$ cat config.mk
export PLATFORM = sky130hd
export DESIGN_NAME = alu_serial_sequencer
export DESIGN_NICKNAME = d
export VERILOG_FILES = /design/src/rtl/alu_ctrl_pkg.sv /design/src/rtl/ALU_1_Bit.sv /design/src/rtl/alu_serial_sequencer.sv
export SDC_FILE = /design/constraint.sdc
export NUM_CORES = 1
export LEC_CHECK = 0
export CORE_ASPECT_RATIO = 0.5
export CORE_MARGIN = 2
export CORE_UTILIZATION = 55
export CTS_CLUSTER_DIAMETER = 50
export DETAILED_ROUTE_END_ITERATION = 8
export HOLD_SLACK_MARGIN = 0.1
export PLACE_DENSITY = 0.84
export SETUP_SLACK_MARGIN = 0.2
export SYNTH_ARGS = -nofsm -noshare
export SYNTH_HDL_FRONTEND = slang
export SYNTH_SLANG_ARGS = --single-unit
$ cat constraint.sdc
create_clock -name clk -period 4.9 [get_ports clk]
set_input_delay 0.735 -clock clk [delete_from_list [all_inputs] [get_ports clk]]
set_output_delay 0.735 -clock clk [all_outputs]
set_load 0.01 [all_outputs]
$ cat src/rtl/alu_ctrl_pkg.sv
// alu_ctrl_pkg: shared ALU-control opcodes, slice function codes and sequencer states
package alu_ctrl_pkg;
    localparam logic [3:0] OP_AND = 4'b0000;
    localparam logic [3:0] OP_OR  = 4'b0001;
    localparam logic [3:0] OP_ADD = 4'b0010;
    localparam logic [3:0] OP_SUB = 4'b0110;
    localparam logic [3:0] OP_SLT = 4'b0111;
    localparam logic [3:0] OP_NOR = 4'b1100;
    localparam logic [1:0] F_AND   = 2'b00;
    localparam logic [1:0] F_OR    = 2'b01;
    localparam logic [1:0] F_SUM   = 2'b10;
    localparam logic [1:0] F_PASSB = 2'b11;
    typedef enum logic [1:0] {IDLE, RUN, DONE} state_t;
endpackage

$ cat src/rtl/ALU_1_Bit.sv
// ALU_1_Bit: one-bit MIPS ALU slice; select = {a_invert, b_invert, function[1:0]}
module ALU_1_Bit
    import alu_ctrl_pkg::*;
(
    input  logic       A,
    input  logic       B,
    input  logic       Cin,
    input  logic [3:0] select,
    output logic       O,
    output logic       Co
);
    logic a_i, b_i;
    assign a_i = A ^ select[3];
    assign b_i = B ^ select[2];
    assign Co  = (a_i & b_i) | (a_i & Cin) | (b_i & Cin);
    always_comb
        O = (select[1:0] == F_AND) ? (a_i & b_i) :
            (select[1:0] == F_OR)  ? (a_i | b_i) :
            (select[1:0] == F_SUM) ? (a_i ^ b_i ^ Cin) : b_i;
endmodule

$ cat src/rtl/alu_serial_sequencer.sv
// alu_serial_sequencer: bit-serial ALU, one ALU_1_Bit slice reused LSB first over WIDTH cycles
module alu_serial_sequencer
    import alu_ctrl_pkg::*;
#(
    parameter int WIDTH = 32,
    parameter int CNT_W = $clog2(WIDTH)
) (
    input  logic             clk,
    input  logic             reset,
    input  logic             start,
    input  logic [3:0]       op,
    input  logic [WIDTH-1:0] a,
    input  logic [WIDTH-1:0] b,
    output logic             ready,
    output logic             busy,
    output logic             done,
    output logic [WIDTH-1:0] result,
    output logic             zero,
    output logic             carry_out,
    output logic             overflow
);
    state_t             state, state_n;
    logic [CNT_W-1:0]   cnt;
    logic               carry, o, co, accept, last, is_slt;
    logic [WIDTH-1:0]   a_sh, b_sh, res_sh, res_n;
    logic [3:0]         op_q, sel;

    ALU_1_Bit u_slice (
        .A      (a_sh[0]),
        .B      (b_sh[0]),
        .Cin    (carry),
        .select (sel),
        .O      (o),
        .Co     (co)
    );

    assign accept = start && (state != RUN);
    assign last   = (state == RUN) && (cnt == CNT_W'(WIDTH - 1));
    assign is_slt = (op_q == OP_SLT);
    assign ready  = (state != RUN);
    assign busy   = (state == RUN);
    assign done   = (state == DONE);

    always_comb begin
        state_n = state;
        state_n = accept ? RUN : (state == RUN) ? (last ? DONE : RUN) : IDLE;
    end

    always_ff @(posedge clk)
        state <= reset ? IDLE : state_n;

    // On the last bit, carry holds the MSB carry-in and co the MSB carry-out
    assign res_n = is_slt ? {{(WIDTH-1){1'b0}}, o ^ carry ^ co} : {o, res_sh[WIDTH-1:1]};

    always_ff @(posedge clk) begin
        if (reset) begin
            cnt       <= '0;
            carry     <= 1'b0;
            a_sh      <= '0;
            b_sh      <= '0;
            res_sh    <= '0;
            op_q      <= '0;
            sel       <= '0;
            result    <= '0;
            zero      <= 1'b0;
            carry_out <= 1'b0;
            overflow  <= 1'b0;
        end else if (accept) begin
            a_sh  <= a;
            b_sh  <= b;
            op_q  <= op;
            sel   <= (op == OP_SLT) ? OP_SUB : op;
            carry <= op[2];
            cnt   <= '0;
        end else if (state == RUN) begin
            carry  <= co;
            a_sh   <= a_sh >> 1;
            b_sh   <= b_sh >> 1;
            res_sh <= {o, res_sh[WIDTH-1:1]};
            cnt    <= last ? cnt : cnt + 1'b1;
            if (last) begin
                result    <= res_n;
                zero      <= (res_n == '0);
                overflow  <= (op_q == OP_ADD || op_q == OP_SUB) ? (carry ^ co) : 1'b0;
                carry_out <= (sel[1:0] == F_SUM && !is_slt) ? co : 1'b0;
            end
        end
    end
endmodule
==> summary.md, run 1 <==
| Metric | Value |
|---|---|
| Status | completed |
| Arr. time, crit path | 2.02 ns |
| R2R Path End | result[3] |
| Post-synthesis adder-cell area fraction | 1.21% |
| Reg area | 2920 µm² |
| RSZ-0062 raised after global routing | false |
| Routed length on met2 | 6100 µm |
| Flops & latches, synth | 146 |
| Post-Synth XOR/XNOR Area | 0.607% |
| Clock Path Buffers | 2 |
| Initial antenna violation count | 0 |
| Routed WL | 12400 µm |
| CP required | 4.16 ns |
| WHS Path Cells | 2 |
| R2R Path Start | cnt[0] |
| Area fraction in compound gates after synthesis | 18.3% |
| Ant diodes | 0 |
| Ports | 109 |
| Drt pass-1 iters | 4 |
| Area post-placement | 6870 µm² |
| Critical Path Sink Type | primary output |
| Routability-driven placement congestion ratio | 0.782 |
| Htree depth | 4 |
| Die H | 76.5 µm |
| Multi-input logic area | 2630 µm² |
| Top Metal Used | met4 |
| Hold Crit Start | op_q[2] |
| Via density | 5.42 |
| CTS tree | yes |
| Most numerous cell in the Yosys netlist | dfxtp_1 |
| Lkg Pwr | 2.91 nW |
| Pre-CTS WS | 2.33 ns |
| Cts hold-fix bufs | 0 |
| Die X-Extent | 149 µm |
| DRC Markers | 0 |
| Most frequent cells after synthesis | 146 x dfxtp_1, 78 x nor2_1, 73 x nand2_1 |
| Crit Path Max Fanout | 65 |
| # nets final | 769 |
| Final HPWL from detailed placement | 7820 µm |
| Post-synthesis instance area | 5780 µm² |
| Ys async rst share | 0% |
| Row count | 26 |
| Clk_lat worst skew | 0.41 ns |
| Largest area contributor in the netlist | dfxtp_1 |
| Synth Area per Inst | 9.48 µm² |
| Clock transition at path regs | 0.06 ns |
| Postcts setup bufs | 0 |
| Max VDD drop | 0.248 mV |
| Fillers | 773 |
| Met1 wire length | 5680 µm |
| Period utilization | 56.2% |
| P per Cell Area | 375 nW/µm² |
| Finished Layout Cells | 846 |
| First-pass GRT wire length | 20500 µm |
| Drt first-iter violations | 355 |
| Fin Clk Skew | 0.00704 ns |
| Setup Total Neg Slack | 0 ns |
| Setup slack, reg-to-reg | 2.29 ns |
| Layout cells sized above 1 | 6.37% |
| Hold WC Path Type | flop to flop |
| Dominant synthesized flop cell | dfxtp_1 |
| Worst Tran Pin Value | 0.958 ns |
| Worst setup SP type | flop |
| Max-cap violation count | 0 |
| Fraction of synthesized area in multiplexers | 12.0% |
| Final hold vios | 0 |
| Final Cell Area | 7460 µm² |
| Largest net degree at the start of global routing | 102 |
| Crit path time final | 2.75 ns |
| Main combinational cell family by area after synthesis | compound AO/OA/AOI/OAI gates |
| Cells after Synth | 609 |
| Area contributors post-synth | dfxtp_1 51%, mux2i_1 11%, a211oi_1 8.4%, nor2_1 5.1%, nand2_1 4.7% |
| Routed len/inst | 14.6 µm |
| Port bufs | 108 |
| CORE AREA | 10200 µm² |
| Cells after DPL | 814 |
| Synth Area in Simple Gates | 13.1% |
| Warnings from Yosys | 0 |
| Routed wire length on met3 | 469 µm |
| GRT Residual Overflow | 0 |
| PnR worst setup slack | 2.15 ns |
| Number of flops mapped to enable cells by yosys | 0 |
| Hold-critical path endpoint | op_q[2] |
| TritonCTS Buffers | 17 |
| Total Routing Usage GR | 22.1% |
| Rel. slew slack | 36.2% |
| Max Transition Viols Final | 0 |
| Synth cell types | 37 |
| Die area | 11400 µm² |
| R2R depth | 7 |
| ANT nets after route | 0 |
| Initial Util | 56.5% |
| Final count of negative-setup-slack endpoints | 0 |
| Sink Count | 146 |
| Detailed-route via count | 4589 |
| Mapped Nets | 685 |
| Setup CP Type | flop to primary output |
| CTS root buf | clkbuf_16 |
| Post-synthesis sequential area ratio | 50.6% |
| FMAX | 363 MHz |
| Area Growth Syn to Fin | 29.1% |
| Post-cts sizing count | 0 |
| Top cell type's share of synthesized area | 50.6% |
| Vias in the first global route | 4368 |
per-stage QoR:
| step | hold slack, ns | total power [mW] | util (%) |
|---|---|---|---|
| after floorplan | 0.445 | 1.46 | - |
| after global placement | 0.452 | 1.54 | 67.3 |
| after detailed placement | 0.462 | 1.55 | 67.3 |
| after CTS | 0.468 | 2.82 | 73.0 |
| after global routing | 0.495 | 2.90 | 73.0 |
| final | 0.472 | 2.80 | 73.0 |
critical path, stage by stage (launching register included):
cell	delay (ns)
dfxtp_1	0.35
nand2b_4	0.54
clkdlybuf4s50_1	0.70
flip-flops by register name, indices dropped and copies added (netlist names):
| signal | flops |
|---|---|
| result | 32 |
| cnt | 5 |
| op_q | 4 |
| res_sh | 31 |
| zero | 1 |
| a_sh | 32 |
| state | 2 |
| carry_out | 1 |
| carry | 1 |
| sel | 4 |
| b_sh | 32 |
| overflow | 1 |
report_power, final:
group / switching [mW] / total (mW) / leakage, nW / internal, mW
Clock: 0.542 / 1.27 / 0.279 / 0.730
Combinational: 0.132 / 0.257 / 1.44 / 0.126
Sequential: 0.0294 / 1.27 / 1.19 / 1.24
cell families (layout without fill, tap and decap cells):
| group | count (synthesis) | count (layout) |
|---|---|---|
| and+or+nand+nor | 180 | 180 |
| AOI/OAI and AO/OA | 150 | 150 |
| DFF | 146 | 146 |
| muxes | 68 | 68 |
| buffers and inverters | 56 | 153 |
| adders and majority gates | 5 | 5 |
| xor gates and xnor gates | 4 | 4 |
cells in the final DEF, fill, tap and decap left out, drive strengths merged, types with 7 or more instances in the layout:
master	synthesis	final
buf	32	8
nor4	7	7
nor2	78	78
nand2	73	73
clkbuf	17	18
mux2i	66	66
a21oi	42	42
dfxtp	146	146
clkdlybuf4s50	0	106
a211oi	65	65
inv	7	15
a22o	31	31
how the worst max path moves through the flow:
| stage | slack (ns) | endpoint | from |
|---|---|---|---|
| 2_1_floorplan | 2.99 | result[0] | sel[2] |
| 3_3_place_gp | 2.44 | result[2] | cnt[0] |
| 3_5_place_dp | 2.33 | result[3] | cnt[0] |
| 4_1_cts | 2.15 | ready | state[1] |
| 5_1_grt | 2.08 | ready | state[1] |
| 6_report | 2.15 | ready | state[1] |
area by class of cell:
cell class,instances,area share [%]
Multi-Input combinational cell,407,35.2
Clock buffer,18,5.89
Timing Repair Buffer,114,15.0
Clock inverter,14,1.95
Inverter,7,0.352
Sequential cell,146,39.2
Tap cell,140,2.35
layer usage:
metal | vias to the layer above | global-route usage [%]
met5 | - | 0
met4 | 0 | 7.62
met3 | 11 | 5.39
met2 | 85 | 36.2
met1 | 2138 | 28.8
li1 | 2355 | -
Note: power is estimated with default switching activity, not from simulation.
==> run 2, diff against run 1 <==
--- a/config.mk
+++ b/config.mk
@@ -7,11 +7,11 @@
 export LEC_CHECK = 0
 export CORE_ASPECT_RATIO = 0.5
 export CORE_MARGIN = 2
-export CORE_UTILIZATION = 55
+export CORE_UTILIZATION = 52
 export CTS_CLUSTER_DIAMETER = 50
 export DETAILED_ROUTE_END_ITERATION = 8
 export HOLD_SLACK_MARGIN = 0.1
-export PLACE_DENSITY = 0.84
+export PLACE_DENSITY = 0.8
 export SETUP_SLACK_MARGIN = 0.2
 export SYNTH_ARGS = -nofsm -noshare
 export SYNTH_HDL_FRONTEND = slang
==> constraint.sdc (replaced) <==
create_clock -name clk -period 2.6 [get_ports clk]
set_input_delay 0.39 -clock clk [delete_from_list [all_inputs] [get_ports clk]]
set_output_delay 0.39 -clock clk [all_outputs]
set_load 0.01 [all_outputs]
==> run 2 against run 1 <==
Effect of this change: combinational power increased by 91%; non-clock buffer count rose by 3; count of clock-buffer cells in the layout increased by 1; clock power up 92%; critical path type unchanged.
==> summary.md, run 2 (synthesis gave the netlist of run 1 again) <==
| Metric | Value |
|---|---|
| Routed WL | 12300 µm (-0.23%) |
| Final hold vios | 0 (unchanged) |
| Most common cell after layout, fill and taps aside | dfxtp_1 |
| R2R Path Start | sel[2] |
| Worst setup startpoint | state[1] |
| Cts hold-fix bufs | 0 (unchanged) |
| Area Growth Syn to Fin | 30.4% |
| Htree depth | 4 (unchanged) |
| Setup slack, reg-to-reg | 0.55 ns (-1.74 ns) |
| Postcts setup bufs | 0 (unchanged) |
| Hold WC Path Type | input port to flop |
| Setup Total Neg Slack | 0 ns (unchanged) |
| Ant diodes | 0 (unchanged) |
| Sw power | 1.29 mW (+84%) |
| Flop pwr share | 44.9% (-0.4 points) |
| Row count | 27 (+3.8%) |
| R2R Path End | result[0] |
| First-pass GRT wire length | 20900 µm (+2.0%) |
| Hold_ws | 0.406 ns (-0.0657 ns) |
| Final Cell Area | 7530 µm² (+0.99%) |
| DRC Markers | 0 (unchanged) |
| Crit path time final | 2.13 ns |
| CP Cell Sequence | nand2b_4, clkdlybuf4s50_1 |
| Status | completed |
| Routability-driven placement congestion ratio | 0.755 (-3.4%) |
| Most frequent cells in the layout | 146 x dfxtp_1, 106 x clkdlybuf4s50_1, 78 x nor2_1 |
| Clock transition at path regs | 0.06 ns (about the same) |
| Fillers | 860 (+11%) |
| Via density | 5.45 (+0.53%) |
| Int Pwr | 4.04 mW (+93%) |
| Critical Path Sink Type | primary output |
| CP required | 2.21 ns (-1.95 ns) |
| Fin Clk Skew | 0.0131 ns (+0.00610 ns) |
| Initial Util | 52.9% (-3.6 points) |
| TritonCTS Buffers | 17 (unchanged) |
| PnR worst setup slack | 0.472 ns (-1.68 ns) |
| Die X-Extent | 153 µm (+2.8%) |
| GRT Residual Overflow | 0 (unchanged) |
| FMAX | 470 MHz |
| Sink Count | 146 (unchanged) |
| RSZ-0062 raised after global routing | false |
| Crit Path Max Fanout | 29 (-55%) |
| Top Registers | a_sh (32), b_sh (32), result (32) |
| Pre-CTS WS | 0.587 ns (-1.74 ns) |
| Vias in the first global route | 4583 (+4.9%) |
| CTS root buf | clkbuf_16 |
| CORE AREA | 10900 µm² (+6.8%) |
| Ports | 109 (unchanged) |
| Die area | 12000 µm² (+5.5%) |
| Detailed-route via count | 4657 (+1.5%) |
| Area post-placement | 6940 µm² (+0.96%) |
| Slowest Stage Delay on Critical Path | 0.62 ns (-0.08 ns) |
| Slowest stage cell, crit path | clkdlybuf4s50_1 |
| Worst Tran Pin Value | 0.507 ns (-0.450 ns) |
| Port bufs | 108 (unchanged) |
| Routed len/inst | 14.4 µm (-1.2%) |
| End of the critical path | ready |
| Power Total | 5.33 mW (+90%) |
| Clock Path Buffers | 2 (unchanged) |
| P per Cell Area | 707 nW/µm² (+88%) |
| Lkg Pwr | 2.94 nW (+1.1%) |
| Logic pwr share | 9.2% (about the same) |
| Period utilization | 81.9% |
| Max Transition Viols Final | 0 (unchanged) |
| Initial antenna violation count | 0 (unchanged) |
| Net Sw Frac | 24.2% (-0.87 points) |
| ANT nets after route | 0 (unchanged) |
| Multi-input logic area | 2630 µm² (unchanged) |
| Total Routing Usage GR | 21.2% (-0.93 points) |
| Max-cap violation count | 0 (unchanged) |
| Drt pass-1 iters | 4 (unchanged) |
| Max VDD drop | 0.547 mV (+120%) |
| Rel. slew slack | 66.2% (+30 points) |
| Clk_lat worst skew | 0.42 ns (about the same) |
| Drt first-iter violations | 192 (-46%) |
| Worst setup SP type | flop |
| Final HPWL from detailed placement | 7660 µm (-2.0%) |
| # nets final | 772 (+0.39%) |
| Largest net degree at the start of global routing | 97 (-4.9%) |
| Arr. time, crit path | 1.74 ns (-0.28 ns) |
| Die H | 78.5 µm (+2.7%) |
| Power share of the clock group | 45.9% (+0.4 points) |
| CTS tree | yes |
| Reg area | 2920 µm² (unchanged) |
| R2R depth | 5 (-2) |
| Setup CP Type | flop to primary output |
| Layout cells sized above 1 | 6.63% (+0.26 points) |
| Post-cts sizing count | 0 (unchanged) |
| Final count of negative-setup-slack endpoints | 0 (unchanged) |
==> run 2: worst max-delay path: cells and delay by family, from the launching register on <==
| kind | cells | cell delay (ns) |
|---|---|---|
| flip-flops | 1 | 0.34 |
| buffers and inverters | 1 | 0.62 |
| AND/OR/NAND/NOR | 1 | 0.34 |
==> run 2: final cells by class <==
class	count	share of cell area [%]
Multi-Input combinational cell	407	34.9
Inverter	7	0.349
Sequential cell	146	38.8
Tap cell	145	2.41
Clock buffer	19	5.88
Timing Repair Buffer	117	15.7
Clock inverter	13	1.98
==> run 2: power by group through the flow <==
stage,clock [mW],combinational (mW),sequential (mW)
2_1_floorplan,0,0.321,2.42
3_3_place_gp,0,0.482,2.44
3_5_place_dp,0,0.492,2.44
4_1_cts,2.48,0.495,2.39
5_1_grt,2.57,0.545,2.40
6_report,2.44,0.492,2.39
==> run 2: stage by stage <==
stage / utilization (%) / cells
floorplan: - / 609
global placement: 63.6 / 822
detailed placement: 63.6 / 822
CTS: 69.0 / 854
global route: 69.0 / 854
finish: 69.0 / 854
==> run 2: worst min path at each step <==
stage / endpoint / slack (ns) / cells past startpoint / startpoint
detailed placement: op_q[2] / 0.46 / 2 / op_q[2]
global route: carry_out / 0.43 / 2 / reset
floorplan: op_q[2] / 0.45 / 2 / op_q[2]
global placement: sel[2] / 0.46 / 2 / sel[2]
CTS: result[27] / 0.40 / 2 / reset
finish: result[27] / 0.41 / 2 / reset
==> run 2: per-layer routing <==
metal	global-route usage, %	part of all wire, %	vias to the layer above
met5	0	0	-
met2	35.8	47	98
met1	26.5	47	2183
met3	4.75	4.2	21
li1	-	-	2355
met4	8.89	1.8	0
==> run 3, diff against run 2 <==
--- a/config.mk
+++ b/config.mk
@@ -7,11 +7,11 @@
 export LEC_CHECK = 0
 export CORE_ASPECT_RATIO = 0.5
 export CORE_MARGIN = 2
-export CORE_UTILIZATION = 52
+export CORE_UTILIZATION = 47
 export CTS_CLUSTER_DIAMETER = 50
 export DETAILED_ROUTE_END_ITERATION = 8
 export HOLD_SLACK_MARGIN = 0.1
-export PLACE_DENSITY = 0.8
+export PLACE_DENSITY = 0.76
 export SETUP_SLACK_MARGIN = 0.2
 export SYNTH_ARGS = -nofsm -noshare
 export SYNTH_HDL_FRONTEND = slang
==> constraint.sdc (replaced) <==
create_clock -name clk -period 1.7 [get_ports clk]
set_input_delay 0.255 -clock clk [delete_from_list [all_inputs] [get_ports clk]]
set_output_delay 0.255 -clock clk [all_outputs]
set_load 0.01 [all_outputs]
==> run 3 against run 2 <==
Effect of this change: hold slack got worse by 0.12 ns; global-route usage decreased by 0.29 points; wire length grew 12%; count of clock-buffer cells in the layout up 2; critical path depth up 4; critical path type is now flop to flop; sequential cell count unchanged; first-iteration DRC count rose by 30%; the run now ends with setup timing left; clock skew fell by 0.0053 ns.
==> summary.md, run 3 (synthesis gave the netlist of run 1 again) <==
| Metric | Value |
|---|---|
| RSZ-0062 raised after global routing | true |
| Top Registers | a_sh (32), b_sh (32), result (32) |
| Final Cell Area | 8140 µm² (+8.1%) |
| Die X-Extent | 161 µm (+5.1%) |
| CTS tree | yes |
| Lkg Pwr | 3.38 nW (+15%) |
| Critical Path Sink Type | flop |
| PnR worst setup slack | -0.433 ns (-0.905 ns) |
| Clock transition at path regs | 0.06 ns (about the same) |
| Most frequent cells in the layout | 139 x dfxtp_1, 75 x nor2_1, 73 x nand2_1 |
| First-pass GRT wire length | 22100 µm (+5.8%) |
| Arr. time, crit path | 2.41 ns (+0.67 ns) |
| Routed len/inst | 15.1 µm (+4.8%) |
| Logic pwr share | 10.7% (+1.5 points) |
| Clock Path Buffers | 2 (unchanged) |
| Ant diodes | 0 (unchanged) |
| Slowest stage cell, crit path | mux4_2 |
| Failing checks | setup timing |
| Max Transition Viols Final | 0 (unchanged) |
| TritonCTS Buffers | 17 (unchanged) |
| Routed WL | 13800 µm (+12%) |
| Die area | 13200 µm² (+10%) |
| Vias in the first global route | 4630 (+1.0%) |
| Ports | 109 (unchanged) |
| Fillers | 927 (+7.8%) |
| CTS root buf | clkbuf_16 |
| Detailed-route via count | 4837 (+3.9%) |
| Final HPWL from detailed placement | 8120 µm (+5.9%) |
| Finished Layout Cells | 912 (+6.8%) |
| Drt pass-1 iters | 5 (+1) |
| Drt first-iter violations | 249 (+30%) |
| CP required | 1.97 ns (-0.24 ns) |
| Via density | 5.30 (-2.7%) |
| Hold WC Path Type | input port to flop |
| Crit Path Max Fanout | 5 (-83%) |
| Slowest Stage Delay on Critical Path | 0.55 ns (-0.07 ns) |
| Initial Util | 48.5% (-4.4 points) |
| Flop pwr share | 43.6% (-1.3 points) |
| Port bufs | 108 (unchanged) |
| Period utilization | 125% |
| Largest net degree at the start of global routing | 71 (-27%) |
| Area post-placement | 7170 µm² (+3.3%) |
| Clk_lat worst skew | 0.41 ns (about the same) |
| Total Routing Usage GR | 20.9% (-0.29 points) |
| Worst setup SP type | flop |
| Fin Clk Skew | 0.00779 ns (-0.00535 ns) |
| Die H | 82.4 µm (+4.9%) |
| CORE AREA | 11900 µm² (+9.2%) |
| Sink Count | 146 (unchanged) |
| Cts hold-fix bufs | 0 (unchanged) |
| Int Pwr | 6.41 mW (+59%) |
| Final hold vios | 0 (unchanged) |
| Max VDD drop | 0.556 mV (+1.6%) |
| # nets final | 810 (+4.9%) |
| Sw power | 1.99 mW (+54%) |
| FMAX | 469 MHz |
| ANT nets after route | 0 (unchanged) |
| DRC Markers | 0 (unchanged) |
| CP delay by family, top | multiplexers |
| Setup CP Type | flop to flop |
| Worst path bufs/invs | 1 (unchanged) |
| CP Cell Sequence | xor2_2, inv_2, fa_2, mux4_2, mux2i_1, a22oi_1 |
| Crit path time final | 2.13 ns |
| Worst Tran Pin Value | 0.437 ns (-0.0702 ns) |
| Setup slack, reg-to-reg | -0.43 ns (-0.98 ns) |
| Htree depth | 4 (unchanged) |
| Initial antenna violation count | 0 (unchanged) |
| Final count of negative-setup-slack endpoints | 21 (+21) |
| Most common cell after layout, fill and taps aside | dfxtp_1 |
| Power share of the clock group | 45.6% (-0.3 points) |
| Layout cells sized above 1 | 15.1% (+8.5 points) |
| Worst setup startpoint | sel[3] |
| Area Growth Syn to Fin | 41.0% |
| Status | finished with violations |
| P per Cell Area | 1030 nW/µm² (+46%) |
| GRT Residual Overflow | 0 (unchanged) |
| Row count | 28 (+3.7%) |
| Rel. slew slack | 70.9% (+4.7 points) |
| Max-cap violation count | 0 (unchanged) |
| Net Sw Frac | 23.7% (-0.56 points) |
| Hold Crit Start | start |
| R2R Path Start | sel[3] |
| Routability-driven placement congestion ratio | 0.764 (+1.2%) |
| Cells after DPL | 856 (+4.1%) |
==> run 3: cell count changes in the layout (fill, tap and decap cells not counted), moves of 7 or more <==
cell / before / now
dfxtp_2: 0 / 7
buf_4: 8 / 27
buf_6: 0 / 11
clkdlybuf4s50_1: 106 / 68
dfxtp_1: 146 / 139
dlygate4sd2_1: 0 / 37
==> run 3: metrics by stage <==
stage | power, mW | TNS, ns | hold slack, ns | utilization (%) | worst slack (ns)
2_1_floorplan | 4.21 | -0.553 | 0.402 | - | -0.181
3_3_place_gp | 4.52 | -0.711 | 0.451 | 60.2 | -0.221
3_5_place_dp | 4.54 | -1.00 | 0.465 | 60.2 | -0.307
4_1_cts | 8.40 | -0.827 | 0.262 | 67.5 | -0.265
5_1_grt | 8.72 | -3.65 | 0.289 | 68.4 | -0.492
6_report | 8.40 | -1.36 | 0.289 | 68.4 | -0.433
==> run 3: layout make-up <==
class                           instances  area [µm²]  share of cell area (%)
Tap cell                              165         206                    2.53
Sequential cell                       146        2930                    36.0
Timing Repair Buffer                  155        1590                    19.5
Inverter                                7        28.8                   0.353
Clock buffer                           21         450                    5.53
Clock inverter                         11         154                    1.89
Multi-Input combinational cell        407        2780                    34.2
==> run 3: what timing repair did <==
item | in CTS | in global routing
gates resized for setup | 69 | 15
pin swaps | 15 | 6
endpoints found under the hold margin | 0 | 0
cloned | 3 | 1
buffers inserted | 17 | 3
setup endpoints to repair | 114 | 81
==> run 3: metal layers <==
metal | track usage (%) | wire (µm) | part of all wire, %
met5 | 0 | 0 | 0
met4 | 8.30 | 201 | 1.5
met3 | 5.24 | 583 | 4.2
met2 | 36.5 | 6660 | 48
met1 | 25.6 | 6350 | 46
==> run 3: worst paths after layout <==
| path | endpoint | depth (start not counted) |
|---|---|---|
| max reg2reg | zero | 6 |
| min | op_q[0] | 3 |
| max | zero | 6 |
| min reg2reg | result[18] | 1 |
==> run 3: power by group through the flow <==
stage / Sequential (mW) / Combinational, mW / Clock (mW)
final: 3.66 / 0.899 / 3.83
after global routing: 3.68 / 0.977 / 4.06
after CTS: 3.66 / 0.864 / 3.88
after detailed placement: 3.74 / 0.807 / 0
after global placement: 3.73 / 0.788 / 0
after floorplan: 3.71 / 0.501 / 0
==> run 3: worst register-to-register path: cells and delay by family, from the launching register on <==
family	cells	cell delay (ns)
buffers and inverters	1	0.07
xor gates and xnor gates	1	0.20
DFF	1	0.35
muxes	2	0.80
AOI/OAI and AO/OA	1	0.13
adders and majority gates	1	0.44
